File: config.mk
export PLATFORM = sky130hd
export DESIGN_NAME = uart_rx_data_sampler
export DESIGN_NICKNAME = d
export VERILOG_FILES = /design/src/rtl/uart_rx_data_sampler.sv
export SDC_FILE = /design/constraint.sdc
export NUM_CORES = 1
export LEC_CHECK = 0
export CORE_ASPECT_RATIO = 0.9
export CORE_MARGIN = 4
export CORE_UTILIZATION = 50
export DETAILED_ROUTE_END_ITERATION = 6
export PLACE_DENSITY = 0.79
export SYNTH_ARGS = -nofsm -noshare
export SYNTH_HDL_FRONTEND = slang
export SYNTH_SLANG_ARGS = --single-unit
File: constraint.sdc
create_clock -name CLK -period 7.2 [get_ports CLK]
set_input_delay 1.08 -clock CLK [delete_from_list [all_inputs] [get_ports CLK]]
set_output_delay 1.08 -clock CLK [all_outputs]
set_load 0.02 [all_outputs]
File: src/rtl/uart_rx_data_sampler.sv
// UART receiver oversampling front end: per-bit edge counter, per-frame bit counter, mid-bit sampler.
// Define SAMPLER_MAJORITY_EN for a 3-sample majority vote; otherwise a single mid-bit sample is taken.
module uart_rx_data_sampler #(
  parameter int PRESCALE_W = 6,
  parameter int BIT_CNT_W  = 4
) (
  input  logic                  CLK,
  input  logic                  RST,
  input  logic                  RX_IN,
  input  logic [PRESCALE_W-1:0] prescale,
  input  logic                  cnt_en,
  input  logic                  dat_samp_en,
  output logic [PRESCALE_W-1:0] edge_cnt,
  output logic [BIT_CNT_W-1:0]  bit_cnt,
  output logic                  sampled_bit,
  output logic                  sample_valid
);

  logic [PRESCALE_W-1:0] pe_s;
  logic [PRESCALE_W-1:0] mid_s;
  logic [PRESCALE_W-1:0] pe_last_s;
  logic                  edge_wrap_s;
  logic                  vote_s;
  logic                  vote_bit_s;

  // effective ratio (floored at 4), mid-bit index, wrap and vote detection
  always_comb begin
    pe_s = prescale;
    if (prescale < PRESCALE_W'(4)) begin
      pe_s = PRESCALE_W'(4);
    end else begin
      pe_s = prescale;
    end
    mid_s       = pe_s >> 1;
    pe_last_s   = pe_s - PRESCALE_W'(1);
    // >= rather than == so a shrunken prescale cannot strand the counter above the wrap point
    edge_wrap_s = (edge_cnt >= pe_last_s);
    vote_s      = dat_samp_en && (edge_cnt == mid_s);
  end

  // edge and bit counters, held at zero while counting is disabled
  always_ff @(posedge CLK) begin
    if (RST || !cnt_en) begin
      edge_cnt <= {PRESCALE_W{1'b0}};
      bit_cnt  <= {BIT_CNT_W{1'b0}};
    end else if (edge_wrap_s) begin
      edge_cnt <= {PRESCALE_W{1'b0}};
      bit_cnt  <= bit_cnt + BIT_CNT_W'(1);
    end else begin
      edge_cnt <= edge_cnt + PRESCALE_W'(1);
    end
  end

`ifdef SAMPLER_MAJORITY_EN
  logic s0_r;
  logic s1_r;

  function automatic logic majority3(input logic a, input logic b, input logic c);
    return (a & b) | (a & c) | (b & c);
  endfunction

  // pre-samples two and one edges ahead of mid-bit; idle-high after reset
  always_ff @(posedge CLK) begin
    if (RST) begin
      s0_r <= 1'b1;
      s1_r <= 1'b1;
    end else if (dat_samp_en) begin
      if (edge_cnt == (mid_s - PRESCALE_W'(2))) begin
        s0_r <= RX_IN;
      end
      if (edge_cnt == (mid_s - PRESCALE_W'(1))) begin
        s1_r <= RX_IN;
      end
    end
  end

  assign vote_bit_s = majority3(s0_r, s1_r, RX_IN);
`else
  assign vote_bit_s = RX_IN;
`endif

  // resolved bit and its one-cycle strobe; reset discards any pending vote
  always_ff @(posedge CLK) begin
    if (RST) begin
      sampled_bit  <= 1'b1;
      sample_valid <= 1'b0;
    end else if (vote_s) begin
      sampled_bit  <= vote_bit_s;
      sample_valid <= 1'b1;
    end else begin
      sample_valid <= 1'b0;
    end
  end

endmodule

Word-level counts from Yosys, hierarchy flattened
Cells that the tools add are included.
- add/subtract/negate cells: 3
- magnitude comparators: 2
- equality and inequality tests: 1
- multiplexer cells: 2
- reductions and logical operators: 4
- operators with widths (cell ; count):
    6-bit by 1-bit adder with 6-bit output (second input constant) ; 1
    6-bit by 5-bit equality test with 1-bit output ; 1
    6-bit >= comparator ; 1
    6-bit by 3-bit less-than comparator with 1-bit output (second input constant) ; 1
    6-bit 2-to-1 mux ; 1
    6-bit by 1-bit subtractor with 6-bit output (second input constant) ; 1
    4-bit by 1-bit adder with 4-bit output (second input constant) ; 1
    2-bit OR reduction ; 1
    1-bit logical AND ; 1
    1-bit logical NOT ; 1
    1-bit logical OR ; 1
    1-bit 2-to-1 mux ; 1
- flip-flop bits (word level): 12
- logic and storage cells: 16

Logic depth before layout (Yosys ltp)
- word-level depth: 5
- gate-level depth with buffers: 11

Worst setup path after synthesis
Ideal clock, no wire load.
- path kind: input-to-reg
- start point: input prescale[4]
- end point: register edge_cnt[4]
- library setup time: 0.064 ns
- data arrival time: 3.079 ns
- setup slack: 4.057 ns
- cell stages on the path: 11
- cells stage by stage: buf_4 o41ai_1 ha_1 a21boi_0 a31oi_1 ha_1 nand4_1 o221ai_2 or2_0 buf_2 nor2_1
- word-level cells in the longest chain between the ends: 5
- ends and longest elaborated chain (what ; line ; source):
    start: declaration ; 10 ; input logic [PRESCALE_W-1:0] prescale,
    6-bit by 3-bit less-than comparator with 1-bit output ; 29 ; if (prescale < PRESCALE_W'(4)) begin
    6-bit 2-to-1 mux (*) ; 29 ;
    6-bit by 1-bit subtractor with 6-bit output (*) ; 35 ; pe_last_s = pe_s - PRESCALE_W'(1);
    6-bit >= comparator (*) ; 37 ; edge_wrap_s = (edge_cnt >= pe_last_s);
    2-bit OR reduction (no source line) (*) ; n/a ;
    end signal: assignment ; 44 ; edge_cnt <= {PRESCALE_W{1'b0}};
    end signal: assignment ; 47 ; edge_cnt <= {PRESCALE_W{1'b0}};
    end signal: assignment ; 50 ; edge_cnt <= edge_cnt + PRESCALE_W'(1);
    end: declaration ; 13 ; output logic [PRESCALE_W-1:0] edge_cnt,
Every way passes the cells marked *; elsewhere a longest branch is shown, timed or not.
A chain may end at the register's enable or synchronous reset.

Worst setup path in the final report
- start point: input prescale[5]
- end point: register edge_cnt[4]
The elaborated chain is that of the path after synthesis.

==> impl_metrics.csv <==
group,metric,value,unit
run_status,status,"finished, final reports clean",
synthesis,synth_top_area_cell,"dfxtp_1",
timing,clock_skew,0.00443,ns
setup_path,crit_type,"in2reg",
route,firstDrtPassIters,4,
synthesis,synthSimpleGateAreaFrac,0.214,
timing,max_slew_margin,0.724,
timing,finalHoldViolations,0,
synthesis,yosysSeqAreaShare,0.296,
synthesis,synth.distinct_cells,28,
grt,antenna_found_initial,0,
setup_path,cp-end-kind,"flop",
cts,cts_tree,"done",
timing,finalSetupViolCount,0,
power,peakVddDrop,0.0917,mV
cts,clkSlewWorstSetupHoldPaths,0.07,ns
route,drc,0,
synthesis,yosys_warnings,0,
route,finalWirelength,1520,um
synthesis,synth.avg_cell_area,9.02,sq um
timing,worst_pin_slew,0.409,ns
setup_path,worstSetupStartpointType,"input port",
power,p_per_area,140,mW/mm^2
cts,clk_latency,0.27,ns
cts,cts_max_path_buffers,2,
timing,grt_setup_unrepaired,"false",
timing,finalSetupTns,0,ns
placement,place.port_buffers,22,
timing,clock.fmax,278,MHz
placement,dp_slack,3.32,ns
cts,cts_hold_buf,0,
setup_path,critical_path.max_fanout,7,
flow_run,maxCapViolations,0,
floorplanning,die_w,50.5,um
hold_path,hold_class,"reg2reg",
floorplanning,start_util,0.543,
timing,final.setup.worst_slack,3.61,ns
synthesis,synth_fa_ha_area_frac,0.139,
synthesis,synthTopCellsByArea,"dfxtp_1 30%, ha_1 14%, nor2_1 7.4%",
cts,htreeDepth,1,
cells_and_area,drive_gt1_frac,0.0804,
route,antenna_left,0,
grt,grt_overflow,0,
placement,gp_congestion,0.805,
synthesis,synth_compound_area_frac,0.134,
synthesis,synth.top_cell.area_share,0.296,
floorplanning,io_pins,23,
cts,cts_resized,0,
setup_path,cp.arrival,3.75,ns
synthesis,synthMuxAreaShare,0.0370,
synthesis,syn_area,812,sq um
setup_path,cp_data_required_time,7.35,ns
grt,grt_pass1_wl,2530,um
grt,grt_pass1_vias,617,
cts,post_cts.repair.setup_buffers,0,
timing,min_period,3.59,ns
route,vias,677,
timing,post-route-period-util,0.499,
synthesis,synthCells,90,
power,fin_total_pwr,149,uW
grt,grt_usage,0.147,
cells_and_area,nets,133,
floorplanning,die_h,46.2,um
grt,grt_max_degree,9,
cells_and_area,area_growth,30.7,%
route,drt_iter0_drc,4,
cells_and_area,fillCellCount,120,
floorplanning,die_area,0.00233,sq mm
synthesis,synth_xor_area_frac,0.119,
cts,clock-sinks,12,
timing,slew_violations,0,
cells_and_area,diodes,0,
route,viasPerCell,5.05,
cts,cts_buffers,3,
synthesis,synth_top_family_by_area,"simple AND/OR/NAND/NOR gates",
power,p_leak,0.000429,uW
cts,root_buffer,"clkbuf_4",
synthesis,ys_seq_elements,12,
synthesis,syn-num-nets,110,
floorplanning,core_area,0.00150,sq mm
placement,place_hpwl,1250,um
route,detail_route.wl_per_cell,11.3,um
floorplanning,placementRows,13,
==> cell usage after synthesis <==
master and count:
and3_1 2, mux2i_1 3, buf_4 1, a31oi_1 1, a21o_1 2, nand2_1 3, nor3_1 4, nand3_1 4
nor2_1 16, nand4_1 1, or2_0 1, nand3b_1 1, o41ai_4 1, a21oi_2 1, o41ai_1 1, a21oi_1 4
buf_2 1, ha_1 9, xor2_1 6, nand2b_4 1, inv_1 4, o221ai_2 1, nand2b_1 1, xnor2_1 5
dfxtp_1 12, a21boi_0 1, nand3_2 1, buf_6 2
==> per-layer routing <==
metal	wire (um)	vias to the layer above	track usage
met2	665	15	0.240
met3	80	3	0.0485
met4	17	0	0.0645
met5	0	-	0
met1	751	303	0.179
li1	-	356	-
==> layout make-up <==
cell class              count  area, sq um  area share
clock buffers               4         36.3      0.0342
inverters                   4         15.0      0.0142
multi-input cells          70          522       0.492
flip-flops and latches     12          240       0.226
well taps                  22         27.5      0.0259
repair buffers             22          220       0.208
==> worst paths after layout <==
kind | startpoint | to | slack [ns] | depth (start not counted)
worst max-delay path | prescale[5] | edge_cnt[4] | 3.61 | 9
worst min register to register | edge_cnt[0] | edge_cnt[0] | 0.47 | 1
worst max register to register | edge_cnt[0] | edge_cnt[4] | 5.40 | 7
worst min-delay path | edge_cnt[0] | edge_cnt[0] | 0.47 | 1
==> worst max-delay path, cell delays in order <==
cell and delay (ns):
clkdlybuf4s50_1 0.57, o41ai_1 0.53, ha_1 0.28, a31oi_1 0.10, ha_1 0.31, nand4_1 0.11, o221ai_2 0.35, or2_0 0.33
nor2_1 0.08
==> layout by cell type, fill, tap and decap left out, types with 4 or more instances in the layout <==
cell	Yosys	layout
a21oi_1	4	4
clkdlybuf4s50_1	0	22
dfxtp_1	12	12
ha_1	9	9
inv_1	4	4
nand3_1	4	4
nor2_1	16	16
nor3_1	4	4
xnor2_1	5	5
xor2_1	6	6
==> sequential cells by signal, indices dropped and copies added, names as in the netlist <==
signal        count
sampled_bit       1
sample_valid      1
bit_cnt           4
edge_cnt          6
==> through the flow <==
stage / utilization / hold WS [ns] / instance area, sq um / instances
2_1_floorplan: - / 0.525 / 812 / 90
3_3_place_gp: 0.685 / 0.476 / 1020 / 130
3_5_place_dp: 0.685 / 0.465 / 1020 / 130
4_1_cts: 0.709 / 0.481 / 1060 / 134
5_1_grt: 0.709 / 0.532 / 1060 / 134
6_report: 0.709 / 0.473 / 1060 / 134
==> kinds of logic after synthesis <==
kind of cell             Yosys count
AND/OR/NAND/NOR                   35
buffers and inverters              8
flip-flops                        12
multiplexers                       3
XOR/XNOR                          11
AO/OA/AOI/OAI                     12
adder cells (fa/ha/maj)            9
==> power by group <==
| part | internal, uW | switching (uW) |
|---|---|---|
| combinational | 14.3 | 13.9 |
| sequential | 67.1 | 0.903 |
| clock | 30.7 | 21.7 |
Note: power is estimated with default switching activity, not from simulation.
